<file path="src/rtl/signal_measure.sv">
// Windowed sample-stream analyser: per-window max/min/peak-to-peak and a
// hysteresis-based rising mid-level crossing count, after one calibration window.
module signal_measure #(
  parameter int WINDOW = 1024,
  parameter int HYST   = 64
) (
  input  logic        clk,
  input  logic        rst_n,
  input  logic [11:0] sample_in,
  input  logic        sample_valid,
  output logic [11:0] peak_max,
  output logic [11:0] peak_min,
  output logic [11:0] vpp,
  output logic [15:0] cross_cnt,
  output logic        meas_valid
);

  localparam int CW = $clog2(WINDOW);
  localparam logic [CW-1:0] LAST_IDX = CW'(WINDOW - 1);

  typedef enum logic [0:0] {
    ST_CAL  = 1'b0,
    ST_MEAS = 1'b1
  } state_e;

  state_e         state_q, state_d;
  logic [CW-1:0]  win_cnt_q, win_cnt_d;
  logic [11:0]    run_max_q, run_max_d;
  logic [11:0]    run_min_q, run_min_d;
  logic [11:0]    thr_q, thr_d;
  logic           armed_q, armed_d;
  logic [15:0]    cross_q, cross_d;
  logic [11:0]    peak_max_q, peak_max_d;
  logic [11:0]    peak_min_q, peak_min_d;
  logic [11:0]    vpp_q, vpp_d;
  logic [15:0]    cross_cnt_q, cross_cnt_d;
  logic           meas_valid_q, meas_valid_d;

  logic               first_s, last_s, rise_s;
  logic [11:0]        max_upd_s, min_upd_s, thr_s, lo_s, hi_s;
  logic [12:0]        sum_s;
  logic signed [13:0] lo_raw_s, hi_raw_s;
  logic [15:0]        base_s, cnt_upd_s;

  function automatic logic [15:0] sat_inc(input logic [15:0] v);
    if (v == 16'hFFFF) begin
      return v;
    end else begin
      return v + 16'd1;
    end
  endfunction

  // Hysteresis band around the latched threshold, clamped to the sample range.
  always_comb begin
    lo_raw_s = $signed({2'b00, thr_q}) - $signed(14'(HYST));
    hi_raw_s = $signed({2'b00, thr_q}) + $signed(14'(HYST));
    if (lo_raw_s < 14'sd0) begin
      lo_s = 12'd0;
    end else begin
      lo_s = lo_raw_s[11:0];
    end
    if (hi_raw_s > 14'sd4095) begin
      hi_s = 12'd4095;
    end else begin
      hi_s = hi_raw_s[11:0];
    end
  end

  // Running extremes and crossing count including the sample being accepted now.
  always_comb begin
    first_s = (win_cnt_q == '0);
    last_s  = (win_cnt_q == LAST_IDX);
    if (first_s || (sample_in > run_max_q)) begin
      max_upd_s = sample_in;
    end else begin
      max_upd_s = run_max_q;
    end
    if (first_s || (sample_in < run_min_q)) begin
      min_upd_s = sample_in;
    end else begin
      min_upd_s = run_min_q;
    end
    sum_s  = {1'b0, max_upd_s} + {1'b0, min_upd_s};
    thr_s  = 12'(sum_s >> 13'd1);
    rise_s = armed_q && (sample_in >= hi_s);
    base_s = first_s ? 16'd0 : cross_q;
    if ((state_q == ST_MEAS) && rise_s) begin
      cnt_upd_s = sat_inc(base_s);
    end else begin
      cnt_upd_s = base_s;
    end
  end

  // Next-state logic: everything advances only on accepted samples.
  always_comb begin
    state_d      = state_q;
    win_cnt_d    = win_cnt_q;
    run_max_d    = run_max_q;
    run_min_d    = run_min_q;
    thr_d        = thr_q;
    armed_d      = armed_q;
    cross_d      = cross_q;
    peak_max_d   = peak_max_q;
    peak_min_d   = peak_min_q;
    vpp_d        = vpp_q;
    cross_cnt_d  = cross_cnt_q;
    meas_valid_d = 1'b0;
    if (sample_valid) begin
      win_cnt_d = last_s ? '0 : (win_cnt_q + CW'(1));
      run_max_d = max_upd_s;
      run_min_d = min_upd_s;
      cross_d   = cnt_upd_s;
      if (rise_s) begin
        armed_d = 1'b0;
      end else if (sample_in < lo_s) begin
        armed_d = 1'b1;
      end else begin
        armed_d = armed_q;
      end
      if (last_s) begin
        thr_d = thr_s;
        case (state_q)
          ST_CAL: begin
            state_d = ST_MEAS;
          end
          ST_MEAS: begin
            peak_max_d   = max_upd_s;
            peak_min_d   = min_upd_s;
            vpp_d        = max_upd_s - min_upd_s;
            cross_cnt_d  = cnt_upd_s;
            meas_valid_d = 1'b1;
          end
          default: begin
            state_d = ST_CAL;
          end
        endcase
      end else begin
        thr_d = thr_q;
      end
    end else begin
      win_cnt_d = win_cnt_q;
    end
  end

  // State and output registers.
  always_ff @(posedge clk or negedge rst_n) begin
    if (!rst_n) begin
      state_q      <= ST_CAL;
      win_cnt_q    <= '0;
      run_max_q    <= 12'd0;
      run_min_q    <= 12'd0;
      thr_q        <= 12'd0;
      armed_q      <= 1'b0;
      cross_q      <= 16'd0;
      peak_max_q   <= 12'd0;
      peak_min_q   <= 12'd0;
      vpp_q        <= 12'd0;
      cross_cnt_q  <= 16'd0;
      meas_valid_q <= 1'b0;
    end else begin
      state_q      <= state_d;
      win_cnt_q    <= win_cnt_d;
      run_max_q    <= run_max_d;
      run_min_q    <= run_min_d;
      thr_q        <= thr_d;
      armed_q      <= armed_d;
      cross_q      <= cross_d;
      peak_max_q   <= peak_max_d;
      peak_min_q   <= peak_min_d;
      vpp_q        <= vpp_d;
      cross_cnt_q  <= cross_cnt_d;
      meas_valid_q <= meas_valid_d;
    end
  end

  assign peak_max   = peak_max_q;
  assign peak_min   = peak_min_q;
  assign vpp        = vpp_q;
  assign cross_cnt  = cross_cnt_q;
  assign meas_valid = meas_valid_q;

endmodule

</file>
<file path="config.mk">
export PLATFORM = sky130hd
export DESIGN_NAME = signal_measure
export DESIGN_NICKNAME = d
export VERILOG_FILES = /design/src/rtl/signal_measure.sv
export SDC_FILE = /design/constraint.sdc
export NUM_CORES = 1
export LEC_CHECK = 0
export CELL_PAD_IN_SITES_DETAIL_PLACEMENT = 2
export CELL_PAD_IN_SITES_GLOBAL_PLACEMENT = 2
export CORE_ASPECT_RATIO = 0.7
export CORE_MARGIN = 8
export CORE_UTILIZATION = 34
export DETAILED_ROUTE_END_ITERATION = 8
export GPL_ROUTABILITY_DRIVEN = 0
export PLACE_DENSITY = 0.88
export SLEW_MARGIN = 5
export SYNTH_ARGS = -nofsm -noshare
export SYNTH_HDL_FRONTEND = slang
export SYNTH_SLANG_ARGS = --single-unit
</file>
<file path="constraint.sdc">
create_clock -name clk -period 3.75 [get_ports clk]
set_input_delay 0.375 -clock clk [delete_from_list [all_inputs] [get_ports clk]]
set_output_delay 0.375 -clock clk [all_outputs]
set_load 0.005 [all_outputs]
</file>
==> results of run 1 <==
layout make-up:
type                            count  area [sq um]
Inverter                           45           169
Multi-Input combinational cell    657          5380
Clock buffer                       20           467
Tap cell                          312           390
Sequential cell                   117          2930
Timing Repair Buffer              282          2350
Clock inverter                     10           130
Fill cell                        2338         11000
stage by stage:
step           instances  hold slack [ns]  instance area (sq um)  worst slack [ns]
4_1_cts             1427           0.0475                  11500            -0.581
5_1_grt             1443           0.0608                  11800            -0.992
3_3_place_gp        1365            0.462                  10200             -1.05
3_5_place_dp        1365            0.475                  10200             -1.32
2_1_floorplan        858           0.0794                   8030            -0.184
6_report            1443          0.00897                  11800            -0.956
flip-flops by register name, summed over array words and instances (netlist names), 12 cells and up:
register / flops
cross_cnt: 16
cross_q: 16
peak_max: 12
peak_min: 12
run_max_q: 12
run_min_q: 12
thr_q: 12
vpp: 12
per-layer routing:
metal,vias to the layer above,GRT usage,wire length (um)
li1,3597,-,-
met1,4683,0.364,19100
met2,709,0.547,24100
met3,279,0.0750,4190
met4,4,0.202,3520
met5,-,0,29
Yosys cell counts (5+ instances only):
master    number  area, sq um
a21oi_1       51          255
o21ai_1        6         30.0
buf_2          9         45.0
and3_1        13         81.3
mux2i_1        5         50.1
inv_1         44          165
xor2_1        14          123
o21a_1        15          113
ha_1          76          951
mux2_1         7         78.8
o21ai_0       67          335
nand4_1       18          113
o31ai_1       11         82.6
o221ai_1      12          105
and4_1         5         43.8
nor2_1        45          169
a21o_1        15          113
and2_1         9         56.3
mux2_2        36          405
nand2b_1       7         43.8
nor3_1        13         65.1
clkbuf_1      27          101
nand3_1       18         90.1
a31oi_1        8         50.1
xnor2_1       25          219
o22ai_1       11         68.8
dfrtp_1      117         2930
nand2_1      105          394
mux2_4         9          135
layout by cell type, fill, tap and decap left out, types with 5 or more instances in the layout:
| master | n |
|---|---|
| buf_4 | 197 |
| dfrtp_1 | 116 |
| nand2_1 | 104 |
| clkdlybuf4s50_1 | 57 |
| ha_1 | 55 |
| o21ai_0 | 46 |
| nor2_1 | 38 |
| a21oi_1 | 34 |
| inv_1 | 33 |
| mux2_2 | 33 |
| xnor2_1 | 19 |
| ha_4 | 19 |
| nand4_1 | 18 |
| o21ai_1 | 18 |
| nand3_1 | 17 |
| clkbuf_16 | 17 |
| buf_6 | 16 |
| a21o_1 | 15 |
| a21oi_2 | 15 |
| o21a_1 | 14 |
| inv_2 | 12 |
| mux2_4 | 12 |
| and3_1 | 12 |
| o221ai_1 | 11 |
| o22ai_1 | 11 |
| xor2_1 | 10 |
| nor3_1 | 10 |
| o31ai_1 | 9 |
| dlygate4sd2_1 | 9 |
| o21ai_2 | 8 |
| and2_1 | 8 |
| nand2b_1 | 7 |
| mux2_1 | 7 |
| nor2_2 | 6 |
| a31oi_1 | 6 |
| xnor2_2 | 6 |
| and4_1 | 5 |
| clkinv_2 | 5 |
logic make-up after synthesis:
| group | count (synthesis) | share of synthesized area |
|---|---|---|
| adders and majority gates | 78 | 0.125 |
| and+or+nand+nor | 258 | 0.158 |
| muxes | 57 | 0.0842 |
| AOI/OAI and AO/OA | 224 | 0.177 |
| buffers and inverters | 85 | 0.0444 |
| xor gates and xnor gates | 39 | 0.0430 |
| DFF | 117 | 0.368 |
final timing paths:
check                           endpoint  slack, ns          start
max                            thr_q[11]      -0.96   run_max_q[5]
min                             thr_q[0]      0.009          rst_n
max reg2reg                    thr_q[11]      -0.96   run_max_q[5]
min reg2reg                cross_cnt[12]       0.49  cross_cnt[12]
max in group asynchronous   peak_max[10]       2.81          rst_n
min in group clk           cross_cnt[12]       0.49  cross_cnt[12]
power by group through the flow:
| stage | registers (W) | logic (W) | clock network [W] |
|---|---|---|---|
| floorplan | 0.00158 | 0.00278 | 0 |
| global placement | 0.00155 | 0.00515 | 0 |
| detailed placement | 0.00158 | 0.00570 | 0 |
| CTS | 0.00157 | 0.00711 | 0.00178 |
| global route | 0.00160 | 0.00863 | 0.00185 |
| finish | 0.00159 | 0.00841 | 0.00182 |
what timing repair did:
action | 4_1_cts | 5_1_grt
resized for setup | 120 | 44
endpoints found under the setup margin | 52 | 50
hold endpoints to repair | 0 | 0
pin swaps | 51 | 32
gates cloned | 2 | 0
setup buffers | 32 | 17
==> results.txt, run 1 <==
IO Port Bufs: 67
Top Family by Delay on Critical Path: compound AO/OA/AOI/OAI gates
Fmax: 213 MHz
clock skew: 0.0249 ns
NumNets Final: 1213
Crit path depth: 16
Final period util: 1.25
internal cell power: 0.00636 W
Final HPWL DP: 27800 um
core area: 0.0228 sq mm
initial antenna violation count: 2
Switch Pwr: 0.00547 W
Skew-Pair Late Insertion Delay: 0.48 ns
Worst setup SP type: flop
worst-margin pin slew: 0.870 ns
Clk pwr share: 0.154
Req. time, crit path: 4.08 ns
FFs w/ async S/R, synth: 1.00
switching share of power: 0.463
max-slew violations: 0
Die Y: 144 um
Max Cap Viol: 0
post-synthesis register bit count: 117
Worst Path Buf+Inv: 2
syn nets: 951
Clock Tree Root: clkbuf_16
DRT Wirelength: 51000 um
number of vias per cell: 6.43
register area share after synthesis: 0.368
first-pass GRT wire length: 67400 um
Worst path slowest cell: o31ai_4
Initial Util: 0.349
Post-synth EDFFs: 0
RSZ-0062 raised after global routing: yes
Final setup viols: 51
clk buf depth: 2
layout cells sized above 1: 0.365
Power Total: 0.0118 W
total grt overflow: 0
cell repeated most along the worst path: ha_4
fraction of power consumed by sequential logic: 0.135
final worst slack: -0.956 ns
Chip Width: 199 um
syn avg cell area: 9.26 sq um
final hold vios: 0
fin util: 0.518
I/O pin total: 68
die area: 0.0286 sq mm
crit path time final: 4.71 ns
Mapped Area: 0.00795 sq mm
crit-path cells: inv_1, ha_4, nand4_1, or2_4, o31ai_4, mux2i_2, inv_2, ha_4, fa_2, a21oi_4, nor2_2, a311o_1, or3_4, a311oi_4, nand3b_1, a31oi_4
routed via count: 9272
Reg clk slew, reported paths: 0.08 ns
Yosys warnings: 0
CP Class: reg -> reg
CTS tree: done
P&R area growth vs syn: 48.7%
H-Tree Depth: 4
DR pass1 iterations: 8
CTS sink count: 117
pwr/cell area: 1000 mW/mm^2
synthesized netlist cell count: 858
global router's overall resource usage: 0.322
synth unique cells: 66
# rows: 46
worst path arrival time: 5.04 ns
setup tns final: -19.22 ns
r2r worst-path depth: 16
wire per inst: 35.3 um
CP Capture Type: flop
prevailing post-synth register cell: dfrtp_1
clock buffer count from CTS: 17
Hold Path Class: in -> async
Slew Limit Headroom: 0.420
status: finished, violations left
failing checks: setup timing
1st-iter DRT viols: 1049
Max FO, Critical Path: 4
vias in the first global route: 10100
CTS Hold Bufs: 0
# DRC: 0
largest net degree at the start of global routing: 57
n_diodes: 0
Antenna Violating Nets Remaining: 0
Worst VDD drop: 568 uV
CP max stage delay: 0.43 ns
combinational power share: 0.711
Leakage: 5.39 nW
Note: power is estimated with default switching activity, not from simulation.
==> run 2, diff against run 1 <==
--- a/config.mk
+++ b/config.mk
@@ -5,6 +5,7 @@
 export SDC_FILE = /design/constraint.sdc
 export NUM_CORES = 1
 export LEC_CHECK = 0
+export ABC_CLOCK_PERIOD_IN_PS = 3750
 export CELL_PAD_IN_SITES_DETAIL_PLACEMENT = 2
 export CELL_PAD_IN_SITES_GLOBAL_PLACEMENT = 2
 export CORE_ASPECT_RATIO = 0.7
==> results of run 2 <==
Same layout as run 1: the final DEF is identical, and so are final timing and power.
==> run 3, diff against run 2 <==
--- a/config.mk
+++ b/config.mk
@@ -13,7 +13,7 @@
 export CORE_UTILIZATION = 34
 export DETAILED_ROUTE_END_ITERATION = 8
 export GPL_ROUTABILITY_DRIVEN = 0
-export PLACE_DENSITY = 0.88
+export PLACE_DENSITY_LB_ADDON = 0.1
 export SLEW_MARGIN = 5
 export SYNTH_ARGS = -nofsm -noshare
 export SYNTH_HDL_FRONTEND = slang
==> run 3 against run 2 <==
The run still ends with setup timing left. Power fell by 6.1%. Via count fell by 14%. Clock power fell by 8%. Combinational power fell by 6.7%. Wire length fell by 26%. Setup slack improved by 0.42 ns. First-iteration DRC count fell by 55%. Critical path type is now in -> reg. Maximum frequency rose by 9.9%. Register-to-register slack improved by 0.44 ns. Sequential power barely moved.
==> results.txt, run 3 (synthesis gave the netlist of run 1 again) <==
status: finished, violations left (unchanged)
fin cells: 1416 (was 1443)
RSZ-0062 raised after global routing: yes (unchanged)
vias in the first global route: 9073 (was 10100)
global router's overall resource usage: 0.249 (was 0.322)
DR pass1 iterations: 4 (was 8)
layout cells sized above 1: 0.315 (was 0.365)
Req. time, crit path: 4.07 ns (was 4.08 ns)
Antenna Violating Nets Remaining: 0 (unchanged)
Worst setup SP type: input port (was flop)
final hold slack: 0.0148 ns (was 0.00897 ns)
CP Capture Type: flop (unchanged)
fillers: 2404 (was 2338)
Skew-Pair Late Insertion Delay: 0.45 ns (was 0.48 ns)
clk buf depth: 2 (unchanged)
first-pass GRT wire length: 54300 um (was 67400 um)
r2r worst-path depth: 20 (was 16)
crit-path cells: clkdlybuf4s50_1, buf_6, ha_4, nand4_1, or2_4, a21o_1, o2111ai_2, o31ai_4, buf_6, mux2_4, buf_6, buf_6, ha_4, a211oi_4, o21ai_1, a21o_1, a21o_1, a311oi_4, xnor2_1, o21ai_1 (was inv_1, ha_4, nand4_1, or2_4, o31ai_4, mux2i_2, inv_2, ha_4, fa_2, a21oi_4, nor2_2, a311o_1, or3_4, a311oi_4, nand3b_1, a31oi_4)
Final period util: 1.14 (was 1.25)
P&R area growth vs syn: 44.0% (was 48.7%)
wire per inst: 26.7 um (was 35.3 um)
CP Class: in -> reg (was reg -> reg)
total grt overflow: 0 (unchanged)
largest net degree at the start of global routing: 66 (was 57)
commonest non-fill, non-tap cells in the layout: buf_4, dfrtp_1, nand2_1 (unchanged)
n_diodes: 0 (unchanged)
Worst path slowest cell: clkdlybuf4s50_1 (was o31ai_4)
initial antenna violation count: 1 (was 2)
CTS sink count: 117 (unchanged)
Die Y: 144 um (unchanged)
fin util: 0.502 (was 0.518)
worst path arrival time: 4.60 ns (was 5.04 ns)
Final HPWL DP: 24600 um (was 27800 um)
final hold vios: 0 (unchanged)
Leakage: 5.19 nW (was 5.39 nW)
Max Cap Viol: 0 (unchanged)
Worst VDD drop: 394 uV (was 568 uV)
Slew Limit Headroom: 0.465 (was 0.420)
final worst slack: -0.532 ns (was -0.956 ns)
CP max stage delay: 0.45 ns (was 0.43 ns)
H-Tree Depth: 4 (unchanged)
DP Area: 0.0101 sq mm (was 0.0102 sq mm)
Clock Tree Root: clkbuf_16 (unchanged)
NumNets Final: 1184 (was 1213)
routed via count: 8009 (was 9272)
clock buffer count from CTS: 17 (unchanged)
post-route cell area: 0.0114 sq mm (was 0.0118 sq mm)
Final setup viols: 17 (was 51)
register area: 0.00293 sq mm (unchanged)
1st-iter DRT viols: 475 (was 1049)
pwr/cell area: 970 mW/mm^2 (was 1000 mW/mm^2)
number of vias per cell: 5.66 (was 6.43)
Chip Width: 199 um (unchanged)
IO Port Bufs: 67 (unchanged)
# rows: 46 (unchanged)
Placed Cells: 1352 (was 1365)
I/O pin total: 68 (unchanged)
CTS tree: done (unchanged)
crit path time final: 4.28 ns (was 4.71 ns)
Initial Util: 0.349 (unchanged)
DRT Wirelength: 37700 um (was 51000 um)
failing checks: setup timing (unchanged)
Fmax: 234 MHz (was 213 MHz)
multi-input logic area: 0.00519 sq mm (was 0.00538 sq mm)
Reg clk slew, reported paths: 0.06 ns (was 0.08 ns)
clock skew: 0.0125 ns (was 0.0249 ns)
die area: 0.0286 sq mm (unchanged)
worst-margin pin slew: 0.803 ns (was 0.870 ns)
# DRC: 0 (unchanged)
commonest non-fill, non-tap cell in the layout: buf_4 (unchanged)
core area: 0.0228 sq mm (unchanged)
Hold Path Class: in -> async (unchanged)
Max FO, Critical Path: 4 (unchanged)
cell repeated most along the worst path: buf_6 (was ha_4)
max-slew violations: 0 (unchanged)
[run 3: cell count changes in the layout (fill, tap and decap cells not counted), moves of 4 or more]
cell / change
nor2_2: -4
inv_2: -5
a21oi_2: -5
inv_1: +5
buf_12: +4
xnor2_2: -4
ha_4: -7
nor2_1: +4
ha_1: +8
buf_4: -28
[run 3: area by class of cell]
type | instances | area share
tap | 312 | 0.0341
sequential | 117 | 0.256
multi-input combinational | 656 | 0.454
timing repair buffer | 254 | 0.190
inverter | 45 | 0.0148
clock inverter | 9 | 0.00875
clock buffer | 23 | 0.0426
[run 3: final timing paths]
path	slack [ns]	startpoint	endpoint
max	-0.53	sample_in[5]	thr_q[8]
min	0.01	rst_n	run_max_q[1]
max reg2reg	-0.52	run_max_q[1]	thr_q[8]
min reg2reg	0.48	vpp[2]	vpp[2]
max in group asynchronous	2.86	rst_n	win_cnt_q[0]
min in group clk	0.48	vpp[2]	vpp[2]
[run 3: metrics by stage]
| stage | total power (W) | setup WS, ns | setup TNS (ns) |
|---|---|---|---|
| global route | 0.0115 | -0.643 | -7.06 |
| detailed placement | 0.00706 | -1.04 | -14.01 |
| finish | 0.0111 | -0.532 | -5.47 |
| CTS | 0.00975 | -0.348 | -2.50 |
| floorplan | 0.00436 | -0.184 | -0.408 |
| global placement | 0.00670 | -0.882 | -9.54 |
[run 3: critical path, delay by kind of cell]
kind,cells,cell delay (ns)
AND/OR/NAND/NOR,2,0.40
adder cells (fa/ha/maj),2,0.54
XOR/XNOR,1,0.16
buffers and inverters,5,1.04
multiplexers,1,0.35
AO/OA/AOI/OAI,9,1.72
[run 3: routing by layer]
layer  global-route usage  part of all wire  wire, um
met2                0.431              0.50     18800
met5                    0           0.00034        13
met3               0.0465             0.039      1490
met4               0.0790             0.026       982
met1                0.312              0.44     16500
[run 3: power breakdown]
| part | total, W | leakage, nW | switching [W] | internal [W] |
|---|---|---|---|---|
| sequential | 0.00157 | 1.56 | 0.000136 | 0.00143 |
| combinational | 0.00785 | 3.35 | 0.00405 | 0.00381 |
| clock | 0.00168 | 0.289 | 0.000644 | 0.00104 |
| total | 0.0111 | 5.19 | 0.00483 | 0.00628 |
[run 3: timing repair]
action,4_1_cts,5_1_grt
endpoints found under the setup margin,35,45
setup buffers,19,15
pin swaps,34,28
hold buffers,0,0
endpoints found under the hold margin,0,0
resized for setup,69,51
